<file path="config.mk">
export PLATFORM = sky130hd
export DESIGN_NAME = program_launcher
export DESIGN_NICKNAME = d
export VERILOG_FILES = /design/src/rtl/program_launcher.sv
export SDC_FILE = /design/constraint.sdc
export NUM_CORES = 1
export LEC_CHECK = 0
export BUFFER_PORTS_ARGS = -buffer_cell sky130_fd_sc_hd__buf_2
export CORE_ASPECT_RATIO = 2
export CORE_UTILIZATION = 55
export CTS_BUF_LIST = sky130_fd_sc_hd__clkbuf_4 sky130_fd_sc_hd__clkbuf_8
export CTS_CLUSTER_SIZE = 28
export DETAILED_ROUTE_END_ITERATION = 8
export PLACE_DENSITY = 0.82
export SYNTH_ARGS = -nofsm -noshare
export SYNTH_HDL_FRONTEND = slang
export SYNTH_SLANG_ARGS = --single-unit
</file>
<file path="constraint.sdc">
create_clock -name Clk -period 4.2 [get_ports Clk]
set_input_delay 0.42 -clock Clk [delete_from_list [all_inputs] [get_ports Clk]]
set_output_delay 0.42 -clock Clk [all_outputs]
set_load 0.02 [all_outputs]
</file>
<file path="src/rtl/program_launcher.sv">
`timescale 1ns/1ps
`default_nettype none
// ============================================================================
// Module   : program_launcher
// Brief    : Resets a processor once, then starts and times a run of up to
//            four programs. Each run ends on a qualified ack or on a timeout.
// Revision : 1.0 - initial release
// ============================================================================
module program_launcher #(
  parameter int          RESET_CYCLES = 2,
  parameter int          START_CYCLES = 2,
  parameter logic [15:0] TIMEOUT      = 16'd50000
) (
  input  logic        Clk,
  input  logic        Reset,
  input  logic        Go,
  input  logic [1:0]  NumProgs,
  input  logic        DutAck,
  output logic        DutReset,
  output logic        DutStart,
  output logic [1:0]  ProgIdx,
  output logic        Busy,
  output logic [15:0] RunCycles,
  output logic        RunValid,
  output logic        Done,
  output logic        Timeout
);

  typedef enum logic [2:0] {
    S_IDLE   = 3'd0,
    S_DRESET = 3'd1,
    S_START  = 3'd2,
    S_RUN    = 3'd3,
    S_NEXT   = 3'd4,
    S_FIN    = 3'd5
  } state_t;

  localparam logic [15:0] C_RESET_LAST = 16'(RESET_CYCLES - 1);
  localparam logic [15:0] C_START_LAST = 16'(START_CYCLES - 1);

  state_t      r_state;
  logic [1:0]  r_num_last;
  logic [15:0] r_phase;
  logic [15:0] r_cycle_cnt;
  logic        r_armed;
  logic [15:0] w_cnt_inc;

  // Count including the current RUN cycle; never exceeds TIMEOUT.
  assign w_cnt_inc = r_cycle_cnt + 16'd1;

  always_ff @(posedge Clk) begin
    if (Reset) begin
      r_state     <= S_IDLE;
      r_num_last  <= 2'd0;
      r_phase     <= 16'd0;
      r_cycle_cnt <= 16'd0;
      r_armed     <= 1'b0;
      DutReset    <= 1'b0;
      DutStart    <= 1'b0;
      ProgIdx     <= 2'd0;
      Busy        <= 1'b0;
      RunCycles   <= 16'd0;
      RunValid    <= 1'b0;
      Done        <= 1'b0;
      Timeout     <= 1'b0;
    end else begin
      RunValid <= 1'b0;
      Done     <= 1'b0;
      case (r_state)
        S_IDLE: begin
          if (Go) begin
            r_state    <= S_DRESET;
            r_num_last <= NumProgs;
            ProgIdx    <= 2'd0;
            Timeout    <= 1'b0;
            DutReset   <= 1'b1;
            Busy       <= 1'b1;
            r_phase    <= 16'd0;
          end
        end

        S_DRESET: begin
          if (r_phase == C_RESET_LAST) begin
            DutReset <= 1'b0;
            DutStart <= 1'b1;
            r_phase  <= 16'd0;
            r_state  <= S_START;
          end else begin
            r_phase <= r_phase + 16'd1;
          end
        end

        S_START: begin
          r_cycle_cnt <= 16'd0;
          r_armed     <= 1'b0;
          if (r_phase == C_START_LAST) begin
            DutStart <= 1'b0;
            r_state  <= S_RUN;
          end else begin
            r_phase <= r_phase + 16'd1;
          end
        end

        S_RUN: begin
          r_cycle_cnt <= w_cnt_inc;
          // An ack only counts after the processor has dropped it once.
          if (!DutAck) begin
            r_armed <= 1'b1;
          end
          if (DutAck && r_armed) begin
            RunCycles <= w_cnt_inc;
            RunValid  <= 1'b1;
            r_state   <= S_NEXT;
          end else if (w_cnt_inc >= TIMEOUT) begin
            RunCycles <= TIMEOUT;
            RunValid  <= 1'b1;
            Timeout   <= 1'b1;
            Done      <= 1'b1;
            r_state   <= S_FIN;
          end
        end

        S_NEXT: begin
          if (ProgIdx == r_num_last) begin
            Done    <= 1'b1;
            r_state <= S_FIN;
          end else begin
            ProgIdx  <= ProgIdx + 2'd1;
            DutStart <= 1'b1;
            r_phase  <= 16'd0;
            r_state  <= S_START;
          end
        end

        S_FIN: begin
          Busy    <= 1'b0;
          r_state <= S_IDLE;
        end

        default: begin
          Busy     <= 1'b0;
          DutReset <= 1'b0;
          DutStart <= 1'b0;
          r_state  <= S_IDLE;
        end
      endcase
    end
  end

endmodule
`default_nettype wire

</file>
Word-level counts from Yosys, hierarchy flattened
Index checks and enable logic that the tools add are counted.
{"block": "totals", "inputBits": 6, "mem_count": 0, "romBits": 0, "latch_bits": 0, "reg_bits": 62, "output_inout_bits": 24, "word_cells": 94, "mem_bits_rw": 0}
{"block": "op_classes", "shifts": 0, "n_div": 0, "mul": 0, "n_lt_le_gt_ge": 1, "n_addsub": 3, "n_reduce_logical": 21, "eq_ne": 16, "mux": 36, "n_bitwise": 4}
{"op": "$mux 16", "count": 6}
{"op": "$pmux 16 s4", "count": 1}
{"op": "$add 16x1->16 const B", "count": 2}
{"op": "$pmux 16 s2", "count": 1}
{"op": "$mux 3", "count": 6}
{"op": "$eq 16x1->1 const B", "count": 1}
{"op": "$ge 16x16->1 const B", "count": 1}
{"op": "$ne 2x2->1 const B", "count": 8}
{"op": "$reduce_and 4->1", "count": 4}
{"op": "$pmux 3 s5", "count": 1}
{"op": "$mux 1", "count": 12}
{"op": "$pmux 1 s2", "count": 4}
{"op": "$reduce_and 2->1", "count": 4}
{"op": "$reduce_bool 2->1", "count": 4}
{"op": "$reduce_or 4->1", "count": 2}
{"op": "$eq 3x2->1 const B", "count": 2}
{"op": "$eq 3x3->1 const B", "count": 2}
{"op": "$reduce_and 3->1", "count": 2}
{"op": "$mux 2", "count": 2}
{"op": "$not 1->1", "count": 4}
{"op": "$pmux 1 s4", "count": 1}
{"op": "$pmux 2 s2", "count": 1}
{"op": "$reduce_bool 4->1", "count": 1}
{"op": "$eq 3x1->1 const B", "count": 1}
{"op": "8 further kinds", "count": 8}

Depth between registers and ports, before layout
Gate-level depths: netlist (run 1).
{"block": "depth", "depth_word": 5, "mapped_depth": 10, "mapped_depth_nobuf": 8}

Worst setup path before layout (run 1)
No wires, ideal clock.
{"block": "synth_path", "kind": "register to register", "from": "register r_cycle_cnt[1]", "to": "register RunCycles[6]", "slack_ns": 2.042, "path_stages_with_launch": 10, "required_ns": 4.081, "t_arrival_ns": 2.039, "setup_time_ns": 0.119, "period_less_slack_ns": 2.158, "cell_sequence": "dfxtp_1 > ha_1 > and3_1 > buf_4 > a31o_1 > a211oi_1 > o311a_4 > a21oi_4 > buf_6 > o221a_1"}
{"block": "synth_between", "elab_chain_cells": 4, "elab_cells_between_ends": 5, "cone_classes": "add/sub: 1; order compare: 1; mux: 1; reduce/logical: 2"}
{"element": "start, declared", "line_no": "44", "rtl": "logic [15:0] r_cycle_cnt;"}
{"element": "start signal, assigned", "line_no": "105", "rtl": "r_cycle_cnt <= w_cnt_inc;"}
{"element": "$add 16x1->16 *", "line_no": "49", "rtl": "assign w_cnt_inc = r_cycle_cnt + 16'd1;"}
{"element": "$ge 16x16->1", "line_no": "114", "rtl": "end else if (w_cnt_inc >= TIMEOUT) begin"}
{"element": "$reduce_bool 2->1 (no line)"}
{"element": "$reduce_and 2->1 (no line)"}
{"element": "end signal, assigned", "line_no": "111", "rtl": "RunCycles <= w_cnt_inc;"}
{"element": "end, declared", "line_no": "23", "rtl": "output logic [15:0] RunCycles,"}
Every way passes the cells marked *; elsewhere a longest branch is shown, timed or not.
A chain may end at the register's enable or synchronous reset.

Worst setup path after layout (run 1)
{"block": "layout_path", "from": "register r_state[1]", "to": "register r_phase[14]"}
{"block": "layout_between", "elab_chain_cells": 3, "elab_cells_between_ends": 10, "cone_classes": "eq/ne: 6; mux: 1; reduce/logical: 3"}
{"element": "start, declared", "line_no": "41", "rtl": "state_t r_state;"}
{"element": "start signal, assigned", "line_no": "53", "rtl": "r_state <= S_IDLE;"}
{"element": "start signal, assigned", "line_no": "72", "rtl": "r_state <= S_DRESET;"}
{"element": "start signal, assigned", "line_no": "87", "rtl": "r_state <= S_START;"}
{"element": "$eq 3x3->1, or another cell as far along", "line_no": "69", "rtl": "case (r_state)"}
{"element": "$reduce_bool 4->1 (no line) / $ne 2x2->1 (equally long branches)"}
{"element": "$reduce_and 4->1 (no line)"}
{"element": "end signal, assigned", "line_no": "89", "rtl": "r_phase <= r_phase + 16'd1;"}
{"element": "end signal, assigned", "line_no": "100", "rtl": "r_phase <= r_phase + 16'd1;"}
{"element": "end, declared", "line_no": "43", "rtl": "logic [15:0] r_phase;"}
Several ways; a longest one is shown, not always the timed one.

==> results of run 1 <==
-- layout by cell type (no fill, tap or decap), drive strengths merged, types with 3 or more instances in the layout --
cell type	count
o21a	4
nand3	12
nor4	4
o31ai	4
o221a	6
nor2	36
a21o	4
dfxtp	62
o32a	3
and4	3
or4	5
or2	5
and3	7
clkinv	4
a22oi	5
o21ai	33
buf	29
a21oi	48
clkbuf	12
or3	15
a211oi	3
nand4	10
inv	8
mux2i	5
ha	3
xnor2	13
nor3	12
xor2	5
nor2b	3
nand2	51
and2	6
-- per-layer routing --
metal  part of all wire [%]  routed length [um]  vias up  global-route usage, %
met5                      0                   0        -                      0
met4                    5.7                 461        0                   19.8
met3                    3.2                 256       36                   6.34
met2                     54                4350       65                   47.5
met1                     37                3030     1460                   28.2
li1                       -                   -     1536                      -
-- how the worst min path moves through the flow --
stage / endpoint / slack, ns / cells after the start
after detailed placement: RunCycles[11]$_SDFFE_PP0P_ / 0.46 / 2
after CTS: r_num_last[1]$_SDFFE_PP0P_ / 0.30 / 3
after floorplan: r_phase[15]$_SDFFE_PP0P_ / 0.46 / 2
final: r_num_last[1]$_SDFFE_PP0P_ / 0.30 / 3
after global routing: r_num_last[1]$_SDFFE_PP0P_ / 0.31 / 3
after global placement: Timeout$_SDFFE_PP0P_ / 0.43 / 1
-- power by group --
| part | internal, mW | switching (mW) | leakage (nW) | total, mW |
|---|---|---|---|---|
| clock network | 0.263 | 0.245 | 0.0986 | 0.508 |
| registers | 0.601 | 0.0251 | 0.501 | 0.626 |
| logic | 0.0511 | 0.0973 | 0.708 | 0.148 |
| total | 0.915 | 0.367 | 1.31 | 1.28 |
-- area by class of cell --
cell class              instances  area, um^2  area share [%]
multi-input cells             322        1930            53.2
flip-flops and latches         62        1240            34.3
clock buffers                  12         165            4.57
repair buffers                 29         145            4.01
well taps                      61        76.3            2.11
inverters                       9        33.8           0.934
clock inverters                 4        30.0           0.830
-- kinds of logic after synthesis --
logic type | after synthesis
compound gates | 123
simple gates | 173
mux | 5
fa+ha+maj | 3
buf+inv | 39
xor+xnor | 18
flops | 62
-- state kept, by name (all words and copies together), names as in the netlist --
signal and count:
Busy 1, Done 1, DutReset 1, DutStart 1, ProgIdx 2, RunCycles 16, RunValid 1, Timeout 1
r_armed 1, r_cycle_cnt 16, r_num_last 2, r_phase 16, r_state 3
-- critical path: stages (launching register included) --
cell and delay [ns]:
dfxtp_1 0.68, nor2b_1 0.58, a22oi_1 0.19, o32a_2 0.42
or4_4 0.58, a21oi_2 0.15
-- cell usage after synthesis (3+ instances only) --
library cell	n
a21oi_1	46
nor2_1	35
nand3_1	11
nor3_1	12
xnor2_1	13
xor2_1	5
and3_1	7
a22oi_1	5
mux2i_1	5
or4_1	4
nand2_1	51
o31ai_1	4
and2_1	6
nand4_1	9
and4_1	3
a211oi_1	3
buf_2	14
or3_1	15
ha_1	3
o21a_1	4
inv_1	8
o221a_2	4
nor2b_1	3
clkbuf_1	12
nor4_1	4
dfxtp_1	62
a21o_1	4
or2_2	5
o21ai_0	30
==> impl_metrics.yaml, run 1 <==
run_status:
  status: "finished with violations"
  violations: "DRC"
detailed_routing:
  num_vias: 3097
  viasPerCell: 6.21
  wire_per_inst_um: 16.2
  drt_iter0_markers: 154
  drt_wl_total_um: 8100
  route.detailed.drc: 3
  first_pass_iters: 7
  postRouteAntennaNets: 0
yosys:
  synthAdderAreaFrac_pct: 1.12
  synthTopCellsByArea: "dfxtp_1, a21oi_1, nand2_1"
  synth_area_per_cell_um2: 7.92
  synth_top_family_by_area: "simple AND/OR/NAND/NOR gates"
  synth_cell_types: 60
  async_flop_share_pct: 0
  yosys_warnings: 0
  synthMuxAreaShare_pct: 1.49
  syn_inst: 423
  synthSimpleGateAreaFrac_pct: 26.2
  synth_top_cell_by_area: "dfxtp_1"
  yosysSeqAreaShare_pct: 37.1
  synth-main-ff-cell: "dfxtp_1"
  ys_ff_latch: 62
  synth-compound-area-share_pct: 24.0
  synth_top_area_share_pct: 37.1
  yosys.area_share.xor_xnor_pct: 4.71
  syn-cell-area_um2: 3350
  synth_edf_count: 0
  syn-num-nets: 432
timing:
  fin_crit_ns: 2.67
  max_freq_mhz: 374
  rsz0062_at_grt: "no"
  max_slew_margin_pct: 55.4
  slew_viol_final: 0
  max_slew.worst_pin.slew_ns: 0.669
  fin_crit_sh_pct: 63.7
  setup_viol: 0
  final_hold_viol_count: 0
  whs_ns: 0.301
  fin_skew_ns: 0.0150
  worst_slack_ns: 1.53
  timing.setup.tns_ns: 0
global_routing:
  antenna_found_initial: 0
  grt_use_total_pct: 27.5
  grt_pass1_vias: 2991
  grt_start_max_net_pins: 33
  grt_pass1_wl_um: 13700
  grt_overflow: 0
critical_path:
  crit_start: "r_state[1]$_SDFFE_PP0P_"
  cp_max_fo: 32
  cp_data_arrival_time_ns: 2.96
  regToRegStartpoint: "r_state[1]$_SDFFE_PP0P_"
  reg2reg_to: "r_phase[14]$_SDFFE_PP0P_"
  cp-end-kind: "flop"
  start_kind: "flop"
  r2r_slack_ns: 1.53
  required_ns: 4.49
  critical_path_class: "flop to flop"
  endpoint: "r_phase[14]$_SDFFE_PP0P_"
  rr_worst_depth: 5
clocking:
  clockRootBuffer: "clkbuf_8"
  ctsLongestPathBuffers: 2
  htree_levels: 3
  tritoncts: "built"
  ctsHoldBuffers: 0
  post_cts_resized: 0
  clock-sinks: 62
  clk_pin_slew_ns: 0.07
  cts_buffers: 9
  clock_latency_ns: 0.36
  post_cts_buffers: 0
final_layout:
  fin_cells: 499
  fin_area_um2: 3620
  area_growth_pct: 7.99
  layout-drive-gt1-share_pct: 15.1
  layout.nets: 442
  nFillCells: 516
  postLayoutCoreUtil_pct: 62.3
  diodes: 0
hold_path:
  min-delay-start: "NumProgs[1]"
  hp-class: "input pin to flop"
placement:
  place.gp.congestion: 0.872
  dp_hpwl_um: 5910
  port_buffers: 29
  pre_cts_ws_ns: 1.59
  placed_area_um2: 3420
  dp_cells: 483
die:
  die_y_um: 112
  die_w_um: 57.2
  start_util_pct: 57.7
  coreArea_um2: 5810
  fp-row-count: 39
  io_pins: 30
  die-area_um2: 6420
power_and_ir_drop:
  p_total_mw: 1.28
  power.leakage_nw: 1.31
  ir_worst_vdd_uv: 256
  p_per_area_nw_per_um2: 355
job:
  max_cap_violations: 0
Power figures use the tool's default switching activity.
==> run 2: changes to the inputs <==
--- a/config.mk
+++ b/config.mk
@@ -5,13 +5,14 @@
 export SDC_FILE = /design/constraint.sdc
 export NUM_CORES = 1
 export LEC_CHECK = 0
+export ABC_AREA = 1
 export BUFFER_PORTS_ARGS = -buffer_cell sky130_fd_sc_hd__buf_2
 export CORE_ASPECT_RATIO = 2
 export CORE_UTILIZATION = 55
 export CTS_BUF_LIST = sky130_fd_sc_hd__clkbuf_4 sky130_fd_sc_hd__clkbuf_8
 export CTS_CLUSTER_SIZE = 28
 export DETAILED_ROUTE_END_ITERATION = 8
-export PLACE_DENSITY = 0.82
+export PLACE_DENSITY = 0.84
 export SYNTH_ARGS = -nofsm -noshare
 export SYNTH_HDL_FRONTEND = slang
 export SYNTH_SLANG_ARGS = --single-unit
==> constraint.sdc (replaced) <==
create_clock -name Clk -period 2.3 [get_ports Clk]
set_input_delay 0.23 -clock Clk [delete_from_list [all_inputs] [get_ports Clk]]
set_output_delay 0.23 -clock Clk [all_outputs]
set_load 0.02 [all_outputs]
==> run 2 against run 1 <==
The run now ends clean; critical path depth is 7 higher; sequential share of layout area is 2.2 points lower; final area is 6.8% higher.
==> impl_metrics.yaml, run 2 <==
run_status:
  status: "completed"
detailed_routing:
  first_pass_iters: 5
  dr.max_layer_used: "met4"
  drt_iter0_markers: 237
  dr_wl_met2_um: 4840
  dr_wl_met3_um: 394
  drt-met1-wl_um: 3180
  postRouteAntennaNets: 0
  num_vias: 3502
  wire_per_inst_um: 14.5
  route.detailed.drc: 0
  viasPerCell: 5.74
  drt_wl_total_um: 8830
final_layout:
  layout.nets: 551
  diodes: 0
  reg.largest.list: "RunCycles: 16 flops, r_cycle_cnt: 16 flops, r_phase: 16 flops"
  postLayoutCoreUtil_pct: 64.4
  fin_area_um2: 3860
  layout-drive-gt1-share_pct: 16.3
  final_cell_mix: "nand2_1, dfxtp_1, a21oi_1"
  final_common_cell: "nand2_1"
  area_growth_pct: 12.1
  fin_cells: 610
critical_path:
  cpPeakStageDelay_ns: 0.39
  cp_slowest_cell: "dfxtp_1"
  required_ns: 2.52
  cp-end-kind: "flop"
  path_delay_family: "simple AND/OR/NAND/NOR gates"
  cp_data_arrival_time_ns: 2.36
  path_depth: 12
  crit_buf_inv: 0
  crit_chain: "ha_1 -> nand3_1 -> nor2_1 -> nand2_1 -> nand2_1 -> nand2_1 -> nand2_1 -> nand2_1 -> nand2_4 -> nand3_4 -> nand3_1 -> a21oi_1"
  critical_path_class: "flop to flop"
  start_kind: "flop"
  path_common_cell: "nand2_1"
  cp_max_fo: 17
  rr_worst_depth: 12
yosys:
  synthTopCellsByArea: "dfxtp_1, nand2_1, a21oi_1"
  yosysSeqAreaShare_pct: 36.0
  ys_ff_latch: 62
  async_flop_share_pct: 0
  synth_edf_count: 0
  yosys_warnings: 0
  syn-num-nets: 522
  synth_top_cell_by_area: "dfxtp_1"
  synth-main-ff-cell: "dfxtp_1"
  yosysMostFrequentCell: "nand2_1"
  synth_top_area_share_pct: 36.0
  synth_common_cells: "nand2_1, dfxtp_1, a21oi_1"
  synth_area_per_cell_um2: 6.72
  syn_inst: 513
  synth_cell_types: 40
  syn-cell-area_um2: 3450
clocking:
  clock-sinks: 62
  htree_levels: 3
  ctsHoldBuffers: 0
  post_cts_resized: 0
  cts_buffers: 9
  tritoncts: "built"
  ctsLongestPathBuffers: 2
  post_cts_buffers: 0
  clockRootBuffer: "clkbuf_8"
  clock_latency_ns: 0.35
  clk_pin_slew_ns: 0.07
power_and_ir_drop:
  swShare_pct: 34.1
  power.leakage_nw: 1.67
  ir_worst_vdd_uv: 520
  p_sw_mw: 1.09
  p_per_area_nw_per_um2: 827
  p_total_mw: 3.20
  seqPwrFrac_pct: 37.8
  internal-power_mw: 2.11
  power_frac_comb_pct: 27.1
  power_frac_clock_pct: 35.2
timing:
  final_hold_viol_count: 0
  max_slew_margin_pct: 46.0
  slew_viol_final: 0
  max_slew.worst_pin.slew_ns: 0.810
  setup_viol: 0
  max_freq_mhz: 467
  whs_ns: 0.156
  rsz0062_at_grt: "no"
  fin_crit_ns: 2.14
  fin_skew_ns: 0.0113
  fin_crit_sh_pct: 93.1
  timing.setup.tns_ns: 0
  worst_slack_ns: 0.159
placement:
  dp_hpwl_um: 6300
  place.gp.congestion: 0.947
  pre_cts_ws_ns: 0.182
  port_buffers: 29
  dp_cells: 594
  placed_area_um2: 3630
hold_path:
  hp-class: "input pin to flop"
  whs_path_depth: 3
global_routing:
  grt_use_total_pct: 28.1
  grt_pass1_vias: 3246
  grt_start_max_net_pins: 31
  grt_overflow: 0
  antenna_found_initial: 0
  grt_pass1_wl_um: 14100
die:
  fp-row-count: 40
  die_w_um: 58.0
  io_pins: 30
  die-area_um2: 6610
  coreArea_um2: 6010
  start_util_pct: 57.4
  die_y_um: 114
job:
  max_cap_violations: 0
==> run 2: cell types whose count changed in the layout (fill, tap and decap cells not counted), moves of 7 or more <==
cell	delta
or3_1	-15
nand3_1	+33
and3_1	-7
a21oi_1	+12
nand2_1	+89
nor2_2	+8
xnor2_1	-11
o21ai_0	-22
buf_4	+7
inv_1	+43
inv_2	+8
==> run 2: path summary, 6_finish.rpt <==
path / from / endpoint / slack, ns
max: r_cycle_cnt[1]$_SDFFE_PP0P_ / RunCycles[4]$_SDFFE_PP0P_ / 0.16
min: NumProgs[1] / r_num_last[1]$_SDFFE_PP0P_ / 0.16
max reg2reg: r_cycle_cnt[1]$_SDFFE_PP0P_ / RunCycles[4]$_SDFFE_PP0P_ / 0.16
min reg2reg: Timeout$_SDFFE_PP0P_ / Timeout$_SDFFE_PP0P_ / 0.45
==> run 2: cells by family (layout without fill, tap and decap cells) <==
group | after synthesis | count (layout) | share of synthesized area (%)
buffers and inverters | 77 | 111 | 9.25
adders and majority gates | 3 | 3 | 1.09
xor gates and xnor gates | 13 | 13 | 3.30
AOI/OAI and AO/OA | 84 | 84 | 13.3
DFF | 62 | 62 | 36.0
and+or+nand+nor | 274 | 274 | 37.0
==> run 2: tightest hold or removal path, stage by stage <==
cell and delay (ns):
buf_2 0.10, nand3_1 0.07, a21oi_1 0.06
==> run 2: metal layers <==
layer	GRT usage (%)	up-vias
li1	-	1727
met5	0	-
met2	51.1	108
met3	5.78	38
met1	27.5	1629
met4	18.4	0
==> run 2: area by class of cell <==
type	count	area [um^2]
sequential	62	1240
inverter	59	221
tap	63	78.8
multi-input combinational	374	1890
clock inverter	3	65.1
fill	553	2140
timing repair buffer	36	198
clock buffer	13	173
==> run 2: power groups by stage <==
stage	combinational, mW	clock [mW]	sequential (mW)
floorplan	0.656	0	1.25
global placement	0.843	0	1.23
detailed placement	0.858	0	1.23
CTS	0.865	1.15	1.20
global route	0.957	1.19	1.21
finish	0.865	1.12	1.21
